[config.mk]
export PLATFORM = sky130hd
export DESIGN_NAME = ps2_host_tx
export DESIGN_NICKNAME = d
export VERILOG_FILES = /design/src/rtl/ps2_pkg.sv /design/src/rtl/ps2_line_sync.sv /design/src/rtl/ps2_host_tx.sv
export SDC_FILE = /design/constraint.sdc
export NUM_CORES = 1
export LEC_CHECK = 0
export CAP_MARGIN = 10
export CORE_ASPECT_RATIO = 1.1
export CORE_MARGIN = 3
export CORE_UTILIZATION = 59
export CTS_BUF_LIST = sky130_fd_sc_hd__clkbuf_8
export CTS_CLUSTER_SIZE = 12
export DETAILED_ROUTE_END_ITERATION = 6
export DONT_BUFFER_PORTS = 1
export GPL_ROUTABILITY_DRIVEN = 0
export HOLD_SLACK_MARGIN = 0.1
export PLACE_DENSITY = 0.86
export SLEW_MARGIN = 20
export SYNTH_ARGS = -nofsm -noshare
export SYNTH_HDL_FRONTEND = slang
export SYNTH_SLANG_ARGS = --single-unit
export TNS_END_PERCENT = 1
[constraint.sdc]
create_clock -name clk -period 2.2 [get_ports clk]
set_input_delay 0.44 -clock clk [delete_from_list [all_inputs] [get_ports clk]]
set_output_delay 0.44 -clock clk [all_outputs]
set_load 0.02 [all_outputs]
[src/rtl/ps2_pkg.sv]
// rtl/ps2_pkg.sv - shared types and constants for the PS/2 host transmitter
package ps2_pkg;

    typedef logic [3:0] state_t;

    localparam state_t IDLE       = 4'd0;
    localparam state_t INHIBIT    = 4'd1;
    localparam state_t RTS        = 4'd2;
    localparam state_t WAIT_START = 4'd3;
    localparam state_t SHIFT      = 4'd4;
    localparam state_t WAIT_ACK   = 4'd5;
    localparam state_t WAIT_IDLE  = 4'd6;
    localparam state_t DONE       = 4'd7;
    localparam state_t ERROR      = 4'd8;

    localparam logic [1:0] ERR_NONE  = 2'b00;
    localparam logic [1:0] ERR_START = 2'b01;
    localparam logic [1:0] ERR_FRAME = 2'b10;
    localparam logic [1:0] ERR_NOACK = 2'b11;

    // Device falling edges in one host-to-device frame, ACK edge included.
    localparam int PS2_FRAME_EDGES = 11;

    localparam logic [7:0] CMD_SET_LEDS = 8'hED;
    localparam logic [7:0] CMD_RESET    = 8'hFF;
    localparam logic [7:0] CMD_ENABLE   = 8'hF4;

    // PS/2 uses odd parity: the parity bit makes the total count of ones odd.
    function automatic logic odd_parity(input logic [7:0] d);
        return ~^d;
    endfunction

endpackage

[src/rtl/ps2_line_sync.sv]
// rtl/ps2_line_sync.sv - synchronizer, glitch filter and clock fall strobe for both PS/2 lines
module ps2_line_sync #(
    parameter int FILTER_LEN = 4
) (
    input  logic clk,
    input  logic reset,
    input  logic ps2_clk_in,
    input  logic ps2_data_in,
    output logic clk_filt,
    output logic data_filt,
    output logic clk_fall
);

    localparam int CW = (FILTER_LEN > 1) ? $clog2(FILTER_LEN) : 1;
    localparam logic [CW-1:0] CNT_TC = CW'(FILTER_LEN - 1);

    // Index 0 is the clock line, index 1 the data line.
    logic [1:0]    sync1;
    logic [1:0]    sync2;
    logic [1:0]    filt;
    logic [CW-1:0] cnt [2];

    // Two-flop synchronizer, then a level is only accepted after FILTER_LEN
    // consecutive samples disagree with the current filtered value.
    always_ff @(posedge clk or negedge reset) begin
        if (!reset) begin
            sync1    <= 2'b11;
            sync2    <= 2'b11;
            filt     <= 2'b11;
            cnt[0]   <= '0;
            cnt[1]   <= '0;
            clk_fall <= 1'b0;
        end else begin
            sync1    <= {ps2_data_in, ps2_clk_in};
            sync2    <= sync1;
            clk_fall <= 1'b0;
            for (int i = 0; i < 2; i++) begin
                if (sync2[i] == filt[i]) begin
                    cnt[i] <= '0;
                end else if (cnt[i] == CNT_TC) begin
                    filt[i] <= sync2[i];
                    cnt[i]  <= '0;
                    if (i == 0 && !sync2[i]) clk_fall <= 1'b1;
                end else begin
                    cnt[i] <= cnt[i] + CW'(1);
                end
            end
        end
    end

    assign clk_filt  = filt[0];
    assign data_filt = filt[1];

endmodule

[src/rtl/ps2_host_tx.sv]
// rtl/ps2_host_tx.sv - PS/2 host-to-device command byte transmitter
module ps2_host_tx
    import ps2_pkg::*;
#(
    parameter int INHIBIT_CYCLES       = 10000,
    parameter int START_TIMEOUT_CYCLES = 1500000,
    parameter int FRAME_TIMEOUT_CYCLES = 200000,
    parameter int FILTER_LEN           = 4
) (
    input  logic       clk,
    input  logic       reset,
    input  logic       tx_valid,
    input  logic [7:0] tx_data,
    output logic       tx_ready,
    output logic       busy,
    output logic       tx_done,
    output logic       tx_error,
    output logic [1:0] err_code,
    input  logic       ps2_clk_in,
    input  logic       ps2_data_in,
    output logic       ps2_clk_oe,
    output logic       ps2_data_oe
);

    // Terminal counts: the counter holds 0..N-1 during an N-cycle stay.
    localparam logic [20:0] INH_TC   = 21'(INHIBIT_CYCLES - 1);
    localparam logic [20:0] START_TC = 21'(START_TIMEOUT_CYCLES - 1);
    localparam logic [20:0] FRAME_TC = 21'(FRAME_TIMEOUT_CYCLES - 1);
    localparam logic [3:0]  LAST_BIT = 4'(PS2_FRAME_EDGES - 2);

    state_t      state;
    state_t      state_nx;
    logic [1:0]  err_nx;
    logic [20:0] cnt;
    logic [8:0]  shreg;
    logic [3:0]  bit_cnt;
    logic        clk_oe_q;
    logic        data_oe_q;
    logic [1:0]  err_code_q;
    logic        clk_filt;
    logic        data_filt;
    logic        clk_fall;

    ps2_line_sync #(.FILTER_LEN(FILTER_LEN)) u_sync (
        .clk        (clk),
        .reset      (reset),
        .ps2_clk_in (ps2_clk_in),
        .ps2_data_in(ps2_data_in),
        .clk_filt   (clk_filt),
        .data_filt  (data_filt),
        .clk_fall   (clk_fall)
    );

    // Next-state logic; a timeout wins over a coincident falling edge.
    always_comb begin
        state_nx = state;
        err_nx   = ERR_NONE;
        case (state)
            IDLE:       if (tx_valid) state_nx = INHIBIT;
            INHIBIT:    if (cnt == INH_TC) state_nx = RTS;
            RTS:        state_nx = WAIT_START;
            WAIT_START: begin
                if (cnt == START_TC) begin
                    state_nx = ERROR;
                    err_nx   = ERR_START;
                end else if (clk_fall) begin
                    state_nx = SHIFT;
                end
            end
            SHIFT: begin
                if (cnt == FRAME_TC) begin
                    state_nx = ERROR;
                    err_nx   = ERR_FRAME;
                end else if (clk_fall && bit_cnt == LAST_BIT) begin
                    state_nx = WAIT_ACK;
                end
            end
            WAIT_ACK: begin
                if (cnt == FRAME_TC) begin
                    state_nx = ERROR;
                    err_nx   = ERR_FRAME;
                end else if (clk_fall) begin
                    if (data_filt) begin
                        state_nx = ERROR;
                        err_nx   = ERR_NOACK;
                    end else begin
                        state_nx = WAIT_IDLE;
                    end
                end
            end
            WAIT_IDLE: begin
                if (cnt == FRAME_TC) begin
                    state_nx = ERROR;
                    err_nx   = ERR_FRAME;
                end else if (clk_filt && data_filt) begin
                    state_nx = DONE;
                end
            end
            DONE:    state_nx = IDLE;
            ERROR:   state_nx = IDLE;
            default: state_nx = IDLE;
        endcase
    end

    // State register and the shared saturating counter, cleared on every state change.
    always_ff @(posedge clk or negedge reset) begin
        if (!reset) begin
            state <= IDLE;
            cnt   <= '0;
        end else begin
            state <= state_nx;
            if (state_nx != state) cnt <= '0;
            else if (cnt != '1)    cnt <= cnt + 21'd1;
        end
    end

    // Frame shifter and line drivers; data only moves in the cycle after a clock fall.
    always_ff @(posedge clk or negedge reset) begin
        if (!reset) begin
            shreg      <= '0;
            bit_cnt    <= '0;
            clk_oe_q   <= 1'b0;
            data_oe_q  <= 1'b0;
            err_code_q <= ERR_NONE;
        end else begin
            case (state)
                IDLE: begin
                    if (tx_valid) begin
                        shreg     <= {odd_parity(tx_data), tx_data};
                        bit_cnt   <= '0;
                        clk_oe_q  <= 1'b1;
                        data_oe_q <= 1'b0;
                    end
                end
                INHIBIT: if (state_nx == RTS) data_oe_q <= 1'b1;
                RTS:     clk_oe_q <= 1'b0;
                WAIT_START: begin
                    if (state_nx == SHIFT) begin
                        data_oe_q <= ~shreg[0];
                        shreg     <= {1'b1, shreg[8:1]};
                        bit_cnt   <= 4'd1;
                    end
                end
                SHIFT: begin
                    if (state_nx == WAIT_ACK) begin
                        data_oe_q <= 1'b0;
                        bit_cnt   <= bit_cnt + 4'd1;
                    end else if (state_nx == SHIFT && clk_fall) begin
                        data_oe_q <= ~shreg[0];
                        shreg     <= {1'b1, shreg[8:1]};
                        bit_cnt   <= bit_cnt + 4'd1;
                    end
                end
                WAIT_ACK: if (state_nx == WAIT_IDLE) bit_cnt <= bit_cnt + 4'd1;
                default: ;
            endcase
            if (state_nx == ERROR) begin
                clk_oe_q   <= 1'b0;
                data_oe_q  <= 1'b0;
                err_code_q <= err_nx;
            end
        end
    end

    assign tx_ready    = (state == IDLE);
    assign busy        = (state != IDLE);
    assign tx_done     = (state == DONE);
    assign tx_error    = (state == ERROR);
    assign err_code    = err_code_q;
    assign ps2_clk_oe  = clk_oe_q;
    assign ps2_data_oe = data_oe_q;

endmodule

== Yosys cells after proc, flatten, opt, wreduce, memory -nomap -nowiden ==
Cells that the tools add are included.
Word-level totals
  register bits after elaboration: 53
  output and inout bits: 8
  word-level logic and storage cells: 120
Cells by class
  $add $sub $neg: 4
  equality and inequality tests: 33
  multiplexer cells: 48
  bitwise gates (word level): 3
  reductions and logical operators: 18
Operators by type and width (count)
  2-to-1 mux 4 bit: 16
  2-to-1 mux 21 bit: 2
  2-to-1 mux 9 bit: 4
  == test 4 x 3 -> 1 bit, second input constant: 7
  case mux 4 bit (7 select lines): 1
  case mux 9 bit (3 select lines): 1
  adder 21 x 1 -> 21 bit, second input constant: 1
  == test 21 x 14 -> 1 bit, second input constant: 1
  == test 21 x 18 -> 1 bit, second input constant: 1
  == test 21 bit, second input constant: 1
  inequality test 21 bit, second input constant: 1
  2-to-1 mux 2 bit: 8
  case mux 4 bit (4 select lines): 1
  AND reduction 5 bit: 3
  == test 4 x 2 -> 1 bit, second input constant: 3
  == test 4 bit, second input constant: 3
  2-to-1 mux 1 bit: 12
  inequality test 2 bit, second input constant: 5
  inequality test 3 bit, second input constant: 3
  nonzero test 4 bit: 2
  XNOR reduction 8 bit: 1
  case mux 2 bit (3 select lines): 1
  AND reduction 2 bit: 3
  nonzero test 3 bit: 2
  other kinds (16): 23

== Longest topological paths before layout ==
  word-level depth: 11
  gate-level depth with buffers: 10

== By module ==
Synthesis repeated with hierarchy kept, for this count alone.
Unflattened totals
  cell total of the unflattened synthesis: 301
  area total of the unflattened synthesis: 2996.6 um^2
Modules (own cells, without submodules)
  ps2_host_tx: instances 1, cells an instance 279, area each 2606.2 um^2
  ps2_line_sync: instances 1, cells an instance 22, area each 390.4 um^2

== Least setup slack after synthesis ==
Ideal clock, no wire load.
  path kind: flip-flop to flip-flop
  start: reg cnt[16]
  end: reg shreg[0]
  arrival: 2.321 ns
  data required time: 2.075 ns
  slack: -0.246 ns
  stages on the path, launching flop included: 8
  clock period less this slack: 2.446 ns
  path through: dfrtp_1 > or4b_4 > nor4_4 > a211o_2 > nand4_4 > o31ai_4 > o21ai_4 > mux2_4
On the way
  cells in the longest elaborated chain, start to end: 7
  elaborated cells on any way between the ends: 16
  those cells by class: eq/ne: 8; mux: 6; reduce/logical: 2
RTL lines
  start, declared: line ps2_host_tx.sv:34  | logic [20:0] cnt;
  start signal, assigned: line ps2_host_tx.sv:113  | else if (cnt != '1) cnt <= cnt + 21'd1;
  == test 21 x 18 -> 1 bit, or another cell as far along: line ps2_host_tx.sv:71, ps2_host_tx.sv:79, ps2_host_tx.sv:92
  2-to-1 mux 4 bit, on equally long branches
  case mux 4 bit (7 select lines) (*): line ps2_host_tx.sv:58  | case (state)
  net state_nx[0]: line ps2_host_tx.sv:32  | state_t state_nx;
  == test 4 x 3 -> 1 bit: line ps2_host_tx.sv:138, ps2_host_tx.sv:148
  logical AND 1 bit: line ps2_host_tx.sv:148  | end else if (state_nx == SHIFT && clk_fall) begin
  inequality test 2 bit (no source line)
  AND reduction 5 bit (no source line) (*)
  end signal, assigned: line ps2_host_tx.sv:129  | shreg <= {odd_parity(tx_data), tx_data};
  end signal, assigned: line ps2_host_tx.sv:140  | shreg <= {1'b1, shreg[8:1]};
  end signal, assigned: line ps2_host_tx.sv:150  | shreg <= {1'b1, shreg[8:1]};
  end, declared: line ps2_host_tx.sv:35  | logic [8:0] shreg;
Mark *: on every way through the listed nets, which the timed path passes. The rest lies on a longest branch.
A chain may end at the register's enable or synchronous reset.

== Worst setup path after layout ==
  start: reg cnt[16]
  end: reg shreg[8]
On the way
  cells in the longest elaborated chain, start to end: 7
  elaborated cells on any way between the ends: 16
  those cells by class: eq/ne: 8; mux: 6; reduce/logical: 2
RTL lines (line)
  == test 21 x 18 -> 1 bit, or another cell as far along: ps2_host_tx.sv:71, ps2_host_tx.sv:79, ps2_host_tx.sv:92
  2-to-1 mux 4 bit, on equally long branches
  case mux 4 bit (7 select lines) (*): ps2_host_tx.sv:58
  == test 4 x 3 -> 1 bit: ps2_host_tx.sv:138, ps2_host_tx.sv:148
  logical AND 1 bit: ps2_host_tx.sv:148
  inequality test 2 bit (no source line)
  AND reduction 5 bit (no source line) (*)
Every way passes the cells marked *; elsewhere a longest branch is shown, timed or not.

==> impl_results.md <==
* Status: complete, but fails checks
* Failing checks: setup timing
* Layout area overhead at 24.4%
* I/O Buffers at 0
* Vias in the first global route at 2,513
* CTS tree: done
* Min-delay worst type: input pin to flip-flop
* Reg2Reg Capture Point: shreg[8]$_DFFE_PN0P_
* F_max at 406 MHz
* Cell Rows at 26
* Final global-route overflow total at 0
* Nets@finish at 371
* Routed Wire Length at 7040 µm
* Core box area at 4780 µm²
* First DRT Iteration DRCs at 163
* First-pass GRT wire length at 11,300 µm
* Post-synthesis area per instance at 10.5 µm²
* Root buffer cell: clkbuf_8
* Worst Setup End Kind: flip-flop
* Post-route DRC at 0
* Dominant cells by area after synthesis: dfrtp_1, dfstp_2, mux2_4, nor2_1, xor2_1
* Post-synth top cells: dfrtp_1, nor2_1, nand2_1
* Die height at 81.1 µm
* Antenna violations before repair at 0
* Routed length per placed instance at 17.2 µm
* RSZ-0062 raised after global routing: yes
* Via density at 6.01
* CP endpoint: shreg[8]$_DFFE_PN0P_
* Die span in x at 74.3 µm
* Longest Clk Path Bufs at 2
* Most common cell in the netlist: dfrtp_1
* EDFF count, synth at 0
* Clk sink count at 53
* Flop-to-flop setup slack at -0.26 ns
* Synth top area share at 0.389
* CTS Buf Count at 5
* # diodes at 0
* Initial Utilization at 0.632
* Fin crit share at 1.12
* Register cell area after layout at 1330 µm²
* Leakage at 1.72 nW
* Syn Inst Count at 288
* Slowest cell on crit path: or4b_4
* Hpwl dp at 5160 µm
* Max_cap viols at 0
* CP arrival at 2.65 ns
* Clk_skew at 0.00787 ns
* Synth Warn # at 0
* Final Critical Period at 2.46 ns
* Final-layout fill cell count at 292
* Reg-to-reg startpoint: cnt[16]$_DFFE_PN0P_
* Worst path top cell family by delay: simple AND/OR/NAND/NOR gates
* Cell count along the critical path at 7
* Largest net degree at the start of global routing at 54
* Worst-path maximum fanout at 9
* Hold WS at 0.121 ns
* Design Area, Final at 3760 µm²
* Drt pass-1 iters at 4
* CP cell instances: or4b_4, nor4_4, a21oi_1, o211ai_4, o31ai_4, o21ai_4, mux2_4
* Critical Path Max Stage Delay at 0.58 ns
* Leading area contributor after synthesis: dfrtp_1
* Area occupied by multi-input gates at 1700 µm²
* Worst-margin pin slew at 0.609 ns
* Worst slew margin at 0.590
* Layout cell share with drive strength beyond 1 at 0.364
* Worst Path Required at 2.39 ns
* Syn_nets at 306
* Die ar. at 6020 µm²
* H-tree depth at 2
* TNS Setup at -6.30 ns
* Asr flop ratio synth at 1.00
* DRT antenna net count at 0
* Hold Fails Final Rpt at 0
* Final core area utilization at 0.786
* Top FF cell, synth: dfrtp_1
* Post-route worst setup slack at -0.264 ns
* Clock Pin Slew Worst Setup and Hold Paths at 0.09 ns
* CP Class: flip-flop to flip-flop
* Worst VDD drop at 0.301 mV
* Flops & latches, synth at 53
* Critical Path Start: cnt[16]$_DFFE_PN0P_
* Register-to-Register Path Depth at 7
* Buf/Inv on CP at 0
* Total I/O pin count at 21
* Synth unique cells at 59
* Nature of the critical path startpoint: flip-flop
* Dpl cell area at 3570 µm²
* Syn Std Cell Area at 3020 µm²
* Tot GR Track Use at 0.245
* Final setup fails at 35
* P per Cell Area at 480 nW/µm²
* Seq/Total Area, Yosys at 0.441
* Worst skew pair latency at 0.30 ns
* Via count at 2,466
* Final Max Tran Viols at 0
-- final cells by class --
| class | instances | share of cell area |
|---|---|---|
| inverter | 6 | 0.00599 |
| timing repair buffer | 67 | 0.144 |
| sequential | 53 | 0.355 |
| multi-input combinational | 220 | 0.453 |
| clock buffer | 5 | 0.0183 |
| clock inverter | 3 | 0.00599 |
| tap | 56 | 0.0186 |
-- report_power, final --
| part | internal (mW) | switching [mW] |
|---|---|---|
| registers | 1.04 | 0.0482 |
| clock network | 0.226 | 0.309 |
| logic | 0.0904 | 0.0884 |
| total | 1.36 | 0.446 |
-- cell families after synthesis --
group | synth area share
compound gates | 0.0968
fa+ha+maj | 0.0207
xor+xnor | 0.0840
buf+inv | 0.0265
simple gates | 0.239
flops | 0.441
mux | 0.0923
-- sequential cells by signal (all words and copies together), names as in the netlist --
register and flops:
cnt 21, shreg 9, bit_cnt 4, state 4, u_sync.cnt 4, err_code 2, u_sync.filt 2, u_sync.sync1 2
u_sync.sync2 2, ps2_clk_oe 1, ps2_data_oe 1, u_sync.clk_fall 1
-- per-layer routing --
layer	up-vias	global-route usage	routed length [µm]
li1	1157	-	-
met1	1225	0.277	2790
met2	68	0.444	3790
met3	16	0.0569	303
met4	0	0.0872	162
met5	-	0	0
-- worst reg2reg max path, stage by stage (launching register included) --
cell and delay (ns):
dfrtp_1 0.41, or4b_4 0.58, nor4_4 0.23, a21oi_1 0.21, o211ai_4 0.29, o31ai_4 0.11
o21ai_4 0.18, mux2_4 0.34
-- per-stage QoR --
stage / power, mW / setup WS [ns] / std cells
global route: 1.90 / -0.342 / 410
floorplan: 1.21 / -0.139 / 288
CTS: 1.82 / -0.243 / 409
detailed placement: 1.26 / -0.250 / 399
global placement: 1.24 / -0.164 / 399
finish: 1.81 / -0.264 / 410
-- how the worst min path moves through the flow --
stage	cells after the start	endpoint	from	slack [ns]
after CTS	0	u_sync.sync1[1]$_DFF_PN1_	ps2_data_in	0.11
final	0	u_sync.sync1[0]$_DFF_PN1_	ps2_clk_in	0.12
after global routing	0	u_sync.sync1[0]$_DFF_PN1_	ps2_clk_in	0.11
after detailed placement	0	u_sync.cnt[2]$_DFF_PN0_	reset	0.15
after global placement	0	u_sync.cnt[3]$_DFF_PN0_	reset	0.15
after floorplan	0	bit_cnt[0]$_DFFE_PN0P_	reset	0.14
-- repair_timing --
| action | 4_1_cts | 5_1_grt |
|---|---|---|
| hold buffers | 2 | 1 |
| endpoints found under the hold margin | 53 | 1 |
| endpoints found under the setup margin | 35 | 37 |
| buffers inserted | 0 | 0 |
| gates resized for setup | 4 | 6 |
| gates cloned | 0 | 0 |
| pin swaps | 1 | 1 |
-- layout by cell type, fill, tap and decap left out, types with 3 or more instances in the layout --
cell type	instances
a21oi_1	6
buf_4	63
clkbuf_8	5
dfrtp_1	47
dfstp_2	6
ha_1	5
inv_1	6
mux2_2	9
mux2_4	9
nand2_1	22
nand2b_1	3
nand3_1	16
nand3b_1	3
nand4_1	9
nor2_1	34
nor2b_1	3
nor3_1	7
o21ai_0	7
or2_2	3
or3_1	3
xnor2_1	13
xor2_1	15
Note: power is estimated with default switching activity, not from simulation.
